<file path="src/rtl/obstacle_spawner.sv">
// Decides when the next cactus may spawn and which sprite it uses; gap = level-scaled minimum + LFSR extra.
// Latency: spawn_o rises 1 clk after the gap-completing frame, falls 1 clk after the accepting frame; held while the cactus stage is busy.
module obstacle_spawner #(
    parameter logic [15:0] LFSR_SEED  = 16'hACE1,
    parameter logic [7:0]  MIN_GAP    = 8'd40,
    parameter logic [7:0]  LEVEL_STEP = 8'd8,
    parameter logic [7:0]  GAP_FLOOR  = 8'd16,
    parameter logic [7:0]  GAP_MASK   = 8'h3F
) (
    input  logic        clk_i,
    input  logic        rst_i,
    input  logic        next_frame_i,
    input  logic        enable_i,
    input  logic [1:0]  level_i,
    input  logic        obstacle_idle_i,
    output logic        spawn_o,
    output logic [1:0]  rand_o,
    output logic [15:0] spawn_count_o
);

    localparam logic [1:0] ST_IDLE  = 2'd0;
    localparam logic [1:0] ST_WAIT  = 2'd1;
    localparam logic [1:0] ST_ARMED = 2'd2;

    logic [1:0]  state;
    logic [15:0] lfsr;
    logic [15:0] lfsr_step;
    logic [15:0] lfsr_nxt;
    logic [8:0]  frame_cnt;
    logic [8:0]  gap;
    logic [8:0]  gap_sum;
    logic [8:0]  gap_new;
    logic [10:0] eff_diff;
    logic [7:0]  eff;
    logic [9:0]  frame_inc;
    logic        accept;

    always_comb begin
        lfsr_step = (lfsr >> 1) ^ (lfsr[0] ? 16'hB400 : 16'h0000);
        lfsr_nxt  = (lfsr_step == 16'h0000) ? LFSR_SEED : lfsr_step;
    end

    // Subtraction done at 11 bits: bit 10 flags an underflow, which clamps to the floor.
    always_comb begin
        eff_diff = {3'b000, MIN_GAP} - ({3'b000, LEVEL_STEP} * {9'd0, level_i});
        if (eff_diff[10] || (eff_diff < {3'b000, GAP_FLOOR}))
            eff = GAP_FLOOR;
        else
            eff = eff_diff[7:0];
        gap_sum = {1'b0, eff} + {1'b0, lfsr[7:0] & GAP_MASK};
        gap_new = (gap_sum == 9'd0) ? 9'd1 : gap_sum;
    end

    always_comb begin
        frame_inc = {1'b0, frame_cnt} + 10'd1;
        accept    = next_frame_i && obstacle_idle_i;
    end

    always_ff @(posedge clk_i) begin
        if (rst_i) begin
            state         <= ST_IDLE;
            lfsr          <= LFSR_SEED;
            frame_cnt     <= 9'd0;
            gap           <= 9'd0;
            spawn_o       <= 1'b0;
            rand_o        <= 2'd0;
            spawn_count_o <= 16'd0;
        end else begin
            lfsr <= lfsr_nxt;
            if (!enable_i) begin
                state     <= ST_IDLE;
                spawn_o   <= 1'b0;
                frame_cnt <= 9'd0;
            end else begin
                case (state)
                    ST_IDLE: begin
                        state         <= ST_WAIT;
                        gap           <= gap_new;
                        frame_cnt     <= 9'd0;
                        spawn_count_o <= 16'd0;
                    end
                    ST_WAIT: begin
                        if (next_frame_i) begin
                            frame_cnt <= frame_inc[8:0];
                            if (frame_inc >= {1'b0, gap}) begin
                                state   <= ST_ARMED;
                                spawn_o <= 1'b1;
                                rand_o  <= lfsr[3:2];
                            end
                        end
                    end
                    ST_ARMED: begin
                        if (accept) begin
                            state     <= ST_WAIT;
                            spawn_o   <= 1'b0;
                            frame_cnt <= 9'd0;
                            gap       <= gap_new;
                            if (spawn_count_o != 16'hFFFF)
                                spawn_count_o <= spawn_count_o + 16'd1;
                        end
                    end
                    default: begin
                        state   <= ST_IDLE;
                        spawn_o <= 1'b0;
                    end
                endcase
            end
        end
    end

endmodule

</file>
<file path="config.mk">
export PLATFORM = sky130hd
export DESIGN_NAME = obstacle_spawner
export DESIGN_NICKNAME = d
export VERILOG_FILES = /design/src/rtl/obstacle_spawner.sv
export SDC_FILE = /design/constraint.sdc
export NUM_CORES = 1
export LEC_CHECK = 0
export BUFFER_PORTS_ARGS = -buffer_cell sky130_fd_sc_hd__buf_2
export CAP_MARGIN = 20
export CORE_ASPECT_RATIO = 1.5
export CORE_MARGIN = 2
export CORE_UTILIZATION = 30
export CTS_BUF_LIST = sky130_fd_sc_hd__clkbuf_4
export CTS_CLUSTER_DIAMETER = 120
export CTS_CLUSTER_SIZE = 20
export DETAILED_ROUTE_END_ITERATION = 12
export HOLD_SLACK_MARGIN = 0.08
export PLACE_DENSITY = 0.45
export SLEW_MARGIN = 25
export SYNTH_ARGS = -nofsm -noshare
export SYNTH_HDL_FRONTEND = slang
export SYNTH_SLANG_ARGS = --single-unit
export TNS_END_PERCENT = 20
</file>
<file path="constraint.sdc">
create_clock -name clk_i -period 5.05 [get_ports clk_i]
set_clock_uncertainty 0.1 [all_clocks]
set_input_delay 0.505 -clock clk_i [delete_from_list [all_inputs] [get_ports clk_i]]
set_output_delay 0.505 -clock clk_i [all_outputs]
set_load 0.02 [all_outputs]
</file>
Word level (Yosys, flattened, before mapping)
Cells that the tools add are included.
{ "word_totals": {"regBits": 55, "latch_bits": 0, "mem_bits_rw": 0, "romBits": 0, "input_bits": 7, "output_inout_bits": 19, "n_memories": 0} }
{ "classes": {"add_sub_neg": 4, "n_mul": 0, "div_mod_pow": 0, "order_cmp": 2, "n_eq_ne": 7, "n_shift": 0, "n_mux": 19, "bitwise_logic": 3, "n_reduce_logical": 15} }
{ "ops": {"columns": ["op", "n"], "rows": [
  ["$mux W16", 3],
  ["$mux W9", 4],
  ["$pmux W16 S2", 1],
  ["$pmux W9 S3", 1],
  ["$pmux W9 S2", 1],
  ["$add A16 B1 Y16 const B", 1],
  ["$logic_not A16 Y1", 1],
  ["$ne A16 B16 Y1 const B", 1],
  ["$xor A15 B16 Y16", 1],
  ["$reduce_and A4 Y1", 3],
  ["$lt A11 B5 Y1 const B", 1],
  ["$add A9 B1 Y10 const B", 1],
  ["$ge A10 B9 Y1", 1],
  ["$add A8 B6 Y9", 1],
  ["$logic_not A9 Y1", 1],
  ["$reduce_and A3 Y1", 3],
  ["$mux W8", 1],
  ["$ne A2 B2 Y1 const B", 4],
  ["$sub A6 B5 Y7 const A", 1],
  ["$mux W2", 3],
  ["$pmux W2 S3", 1],
  ["$reduce_or A2 Y1", 2],
  ["$mux W1", 3],
  ["$pmux W1 S3", 1],
  ["other kinds (8)", 9]
]} }

Longest topological paths before layout
{ "logic_depth": {"depth_word": 9, "depth_mapped": 10} }

Worst setup path before layout
OpenSTA, ideal clock, no wires.
{ "synth_timing": {"kind": "reg2reg", "startpoint": "register frame_cnt[2]", "endpoint": "register rand_o[0]", "t_arrival_ps": 2226, "required_ps": 4829, "slack_ps": 2603, "stages_incl_launch_ff": 11, "path_buffers": 1, "synth_period_minus_slack_ps": 2447, "path_cell_list": "dfxtp_1 and3_1 buf_2 nand3_1 xnor2_1 ha_1 a21o_1 a211oi_1 o21ai_1 o211a_1 mux2_4"} }
{ "synth_between": {"elab_chain_cells": 3} }
{ "synth_lines": {"columns": ["item", "line", "rtl"], "rows": [
  ["from (decl)", "29", "logic [8:0] frame_cnt;"],
  ["from (signal assigned)", "84", "frame_cnt <= frame_inc[8:0];"],
  ["$add A9 B1 Y10", "55", "frame_inc = {1'b0, frame_cnt} + 10'd1;"],
  ["$ge A10 B9 Y1", "85", "if (frame_inc >= {1'b0, gap}) begin"],
  ["$reduce_and A4 Y1 (no line)", null, null],
  ["to (signal assigned)", "88", "rand_o <= lfsr[3:2];"],
  ["to (decl)", "17", "output logic [1:0] rand_o,"]
]} }
Every way passes these cells.
A chain may end at the register's enable or synchronous reset.

Final worst setup path
{ "layout_timing": {"startpoint": "register frame_cnt[0]", "endpoint": "register rand_o[0]"} }
The elaborated chain is that of the path after synthesis.

==> metrics list <==
- The number of setup buffers added after CTS is 0.
- Worst-case setup margin in the final layout: 2.38 ns
- After global routing the overflow that remains totals 0.
- In this run, the number of DRC markers left after iteration 0 of detailed routing was 76.
- The via count of the first global-routing pass is 2022.
- Nature of the critical path startpoint: flip-flop
* GRT Overall Usage: 13.8%
* Worst R2R Setup Slack: 2.38 ns
- Final worst-path cycle share: 52.8%
* Crit path time final: 2.67 ns
- Prevailing post-synth register cell: dfxtp_1
- The routed layout has 2036 vias.
- Routed wire length per instance: 14.6 um
- The first global-routing pass estimated roughly 10000 um of wire.
- Worst min-delay path class: reg2reg
- IR analysis of the VDD net gives a maximum drop of ~120 uV.
- The analysis attributes to cell leakage a power of roughly 1.2 nW.
- The core region is 8410 um2.
* Cell count of the worst reg-to-reg path: 9
* Number of levels in the clock H-tree: 2
* Total of hold buffers inserted after clock tree synthesis: 0
- The initial antenna violation count is 0.
- In the routed layout, each cell is associated on average with a via count of between 4 and 5.
* Cells along the critical path: ha_1 -> nand2_1 -> nor2b_1 -> xor2_1 -> ha_1 -> a211oi_1 -> o21ai_1 -> o211a_1 -> mux2_4
* Unrepaired setup endpoints after global routing: false
- For this run, the post-layout net count is 328.
* Clock edge transition at the registers on the reported setup and hold paths: approximately 0.15 ns
- For the pin with the worst max-slew slack, the measured transition is roughly 0.71 ns.
- For this run, asynchronously set or reset flops after synthesis account for 0%.
* Initial standard-cell utilization of the core: 30.8%
* Bufs on Longest Clock Path: 2
* Number of cell rows: 41
- Result of the run: finished clean
* Syn Nets: ~310
* Crit path to: rand_o[0]$_SDFFE_PP0P_
- Die footprint: ~9400 um2
- TritonCTS Buffers: 5
* Boundary Pins: 26
- Total of buffers placed on input and output ports: 25
- Synthesized area per cell: around 9 um2
* Worst hold stages: 1
- Filler instances: just over 900
* Diodes inserted: 0
- Tracing the worst setup path back leads to its startpoint at frame_cnt[0]$_SDFFE_PP0P_.
- Multiplexer share of the synthesized area: approximately 2.9%
* Weighted congestion at the end of routability-driven global placement: about 0.8
- Finish-stage setup viols: 0
* Overall Power: roughly 0.75 mW
* Quantity of gates resized following cts: 0
* Worst-Skew Late Latency: 0.40 ns
- For this run, the number of Yosys warnings is 0.
- Setup TNS: 0 ns
* FMAX: about 380 MHz
* Worst reg2reg path endpoint: rand_o[0]$_SDFFE_PP0P_
- Of all nets on the critical path, the largest fanout is 5.
* Netlist area before placement: ~2600 um2
- In this run, synthesis inferred 0 flip-flops with an integrated enable.
- Routed wire length: about 6100 um
* Pins over their slew limit: 0
- Clk sink count: 53
- Buffer cell driving the clock tree root: clkbuf_4
* Start-to-end type of the worst setup path: reg2reg
- Entering global routing, the biggest net connects 23 pins.
- Capturing element type of the critical path: flip-flop
- Synth Instances: 286
* Number of unique standard cell types used by synthesis: 54
- The synthesized netlist devotes about 14% of its cell area to compound gates.
* Most used cell, CP: ha_1
- FF+latch count, synth: 53
- Area of placed instances: 2800 um2
- Largest family of logic cells by synthesized area: simple AND/OR/NAND/NOR gates
* Worst setup timing slack at the placement stage: about 2.4 ns
- After Yosys synthesis, full adders, half adders and majority gates account for between 6 and 7% of the synthesized area.
- Max-cap violations in this run came to 0.
- Longest individual stage delay on the worst path: between 0.4 and 0.5 ns
- The largest individual stage delay along the critical path comes from the cell dfxtp_1.
- Final instance area: around 2900 um2
- Simple-Gate Fraction of Synth Area: approximately 24%
* Final antenna-violating net count: 0
* Detailed Routing Iterations Pass 1: 4
* TritonCTS clock tree: done
- Summing the areas of all xor and xnor instances in the mapped netlist gives under 10% of the synthesized area.
- Fraction of layout cells with a size suffix above 1: ~16%
- Dividing total power by cell area gives a power density of 261 nW/um2.
* Final Util: between 30% and 40%
* Worst endpoint data arrival time: between 2 and 3 ns
- Number of endpoints with negative hold slack in the final report: 0
* Count of unresolved DRC violations after routing: 0
* Max_slew headroom: between 50 and 60%
- Compared with the post-synthesis result, the final layout area differs by 10.8%.
- In this run the critical register-to-register path is launched from frame_cnt[0]$_SDFFE_PP0P_.
- The die is 79.9 um wide.
- The wire-length estimate of the detail-placed layout is approximately 4500 um.
- For this run, the register share of the synthesized area comes to between 40% and 50%.
- In this run the vertical extent of the chip is 118 um.
- For the worst setup path, the data required time is 5.24 ns.
-- worst min path at each step --
stage                       startpoint                    end  slack [ns]
floorplan           lfsr[6]$_SDFF_PP1_     lfsr[5]$_SDFF_PP1_        0.31
global placement    lfsr[7]$_SDFF_PP1_     lfsr[6]$_SDFF_PP1_        0.32
detailed placement  lfsr[7]$_SDFF_PP1_     lfsr[6]$_SDFF_PP1_        0.33
CTS                    obstacle_idle_i  state[1]$_SDFFE_PP0P_        0.36
global route           obstacle_idle_i  state[1]$_SDFFE_PP0P_        0.38
finish              lfsr[6]$_SDFF_PP1_     lfsr[5]$_SDFF_PP1_        0.36
-- cell families after synthesis --
family                     after synthesis
xor gates and xnor gates                21
buffers and inverters                   25
DFF                                     53
muxes                                    6
and+or+nand+nor                        117
adders and majority gates               13
AOI/OAI and AO/OA                       51
-- per-layer routing --
metal,routed length [um],track usage (%)
met3,167,2.45
met4,134,5.61
met2,3240,25.3
met5,0,0
met1,2520,15.1
-- worst max-delay path: cells and delay by family, from the launching register on --
| kind | cells | cell delay [ns] |
|---|---|---|
| AO/OA/AOI/OAI | 3 | 0.63 |
| adder cells (fa/ha/maj) | 2 | 0.53 |
| flip-flops | 1 | 0.42 |
| AND/OR/NAND/NOR | 2 | 0.39 |
| multiplexers | 1 | 0.30 |
| XOR/XNOR | 1 | 0.21 |
-- registers in the layout, indices dropped and copies added, names as in the netlist --
signal         cells
spawn_count_o     16
rand_o             2
gap                7
state              2
spawn_o            1
lfsr              16
frame_cnt          9
-- area by class of cell --
cell class / count / area (um2) / share of cell area [%]
Timing Repair Buffer: 26 / 133 / 4.61
Sequential cell: 53 / 1060 / 36.9
Inverter: 14 / 52.6 / 1.83
Clock inverter: 2 / 38.8 / 1.35
Tap cell: 107 / 134 / 4.66
Multi-Input combinational cell: 208 / 1420 / 49.3
Clock buffer: 5 / 37.5 / 1.31
-- placed cells by master (no fill, tap or decap), types with 3 or more instances in the layout --
cell type,netlist,layout
dfxtp_1,53,53
nor2_1,32,32
buf_2,2,25
nand2_1,24,24
xnor2_1,16,16
a21oi_1,16,16
inv_1,14,14
ha_1,12,12
nand2b_1,9,9
nand3_1,8,8
nor2b_1,8,8
nor3_1,6,6
o21ai_0,6,6
xor2_1,5,5
a211oi_1,5,5
nor4_1,5,5
clkbuf_4,0,5
and3_1,4,4
nand4_1,4,4
a22oi_1,4,4
a21o_1,3,3
mux2_4,3,3
mux2i_1,3,3
-- Yosys cell counts (3+ instances only) --
library cell,number,share of area [%]
xnor2_1,16,5.4
a21oi_1,16,3.1
nand3_1,8,1.5
o21ai_0,6,1.2
mux2_4,3,1.7
a22oi_1,4,1.2
mux2i_1,3,1.2
nand4_1,4,0.96
nor4_1,5,1.2
xor2_1,5,1.7
dfxtp_1,53,41
clkbuf_1,4,0.58
nand2_1,24,3.5
nor3_1,6,1.2
a211oi_1,5,1.4
buf_4,3,0.87
inv_1,14,2.0
nor2_1,32,4.6
nand2b_1,9,2.2
ha_1,12,5.8
and3_1,4,0.96
nor2b_1,8,1.9
a21o_1,3,0.87
-- per-stage QoR --
stage	hold WS (ns)	std cells
floorplan	0.312	286
global placement	0.318	408
detailed placement	0.328	408
CTS	0.358	415
global route	0.377	415
finish	0.360	415
-- where the power goes --
part           switching, mW  total, mW  internal, mW
clock                  0.143      0.247         0.104
combinational         0.0380     0.0626        0.0246
sequential           0.00969      0.442         0.432
total                  0.191      0.752         0.560
Power figures use the tool's default switching activity.
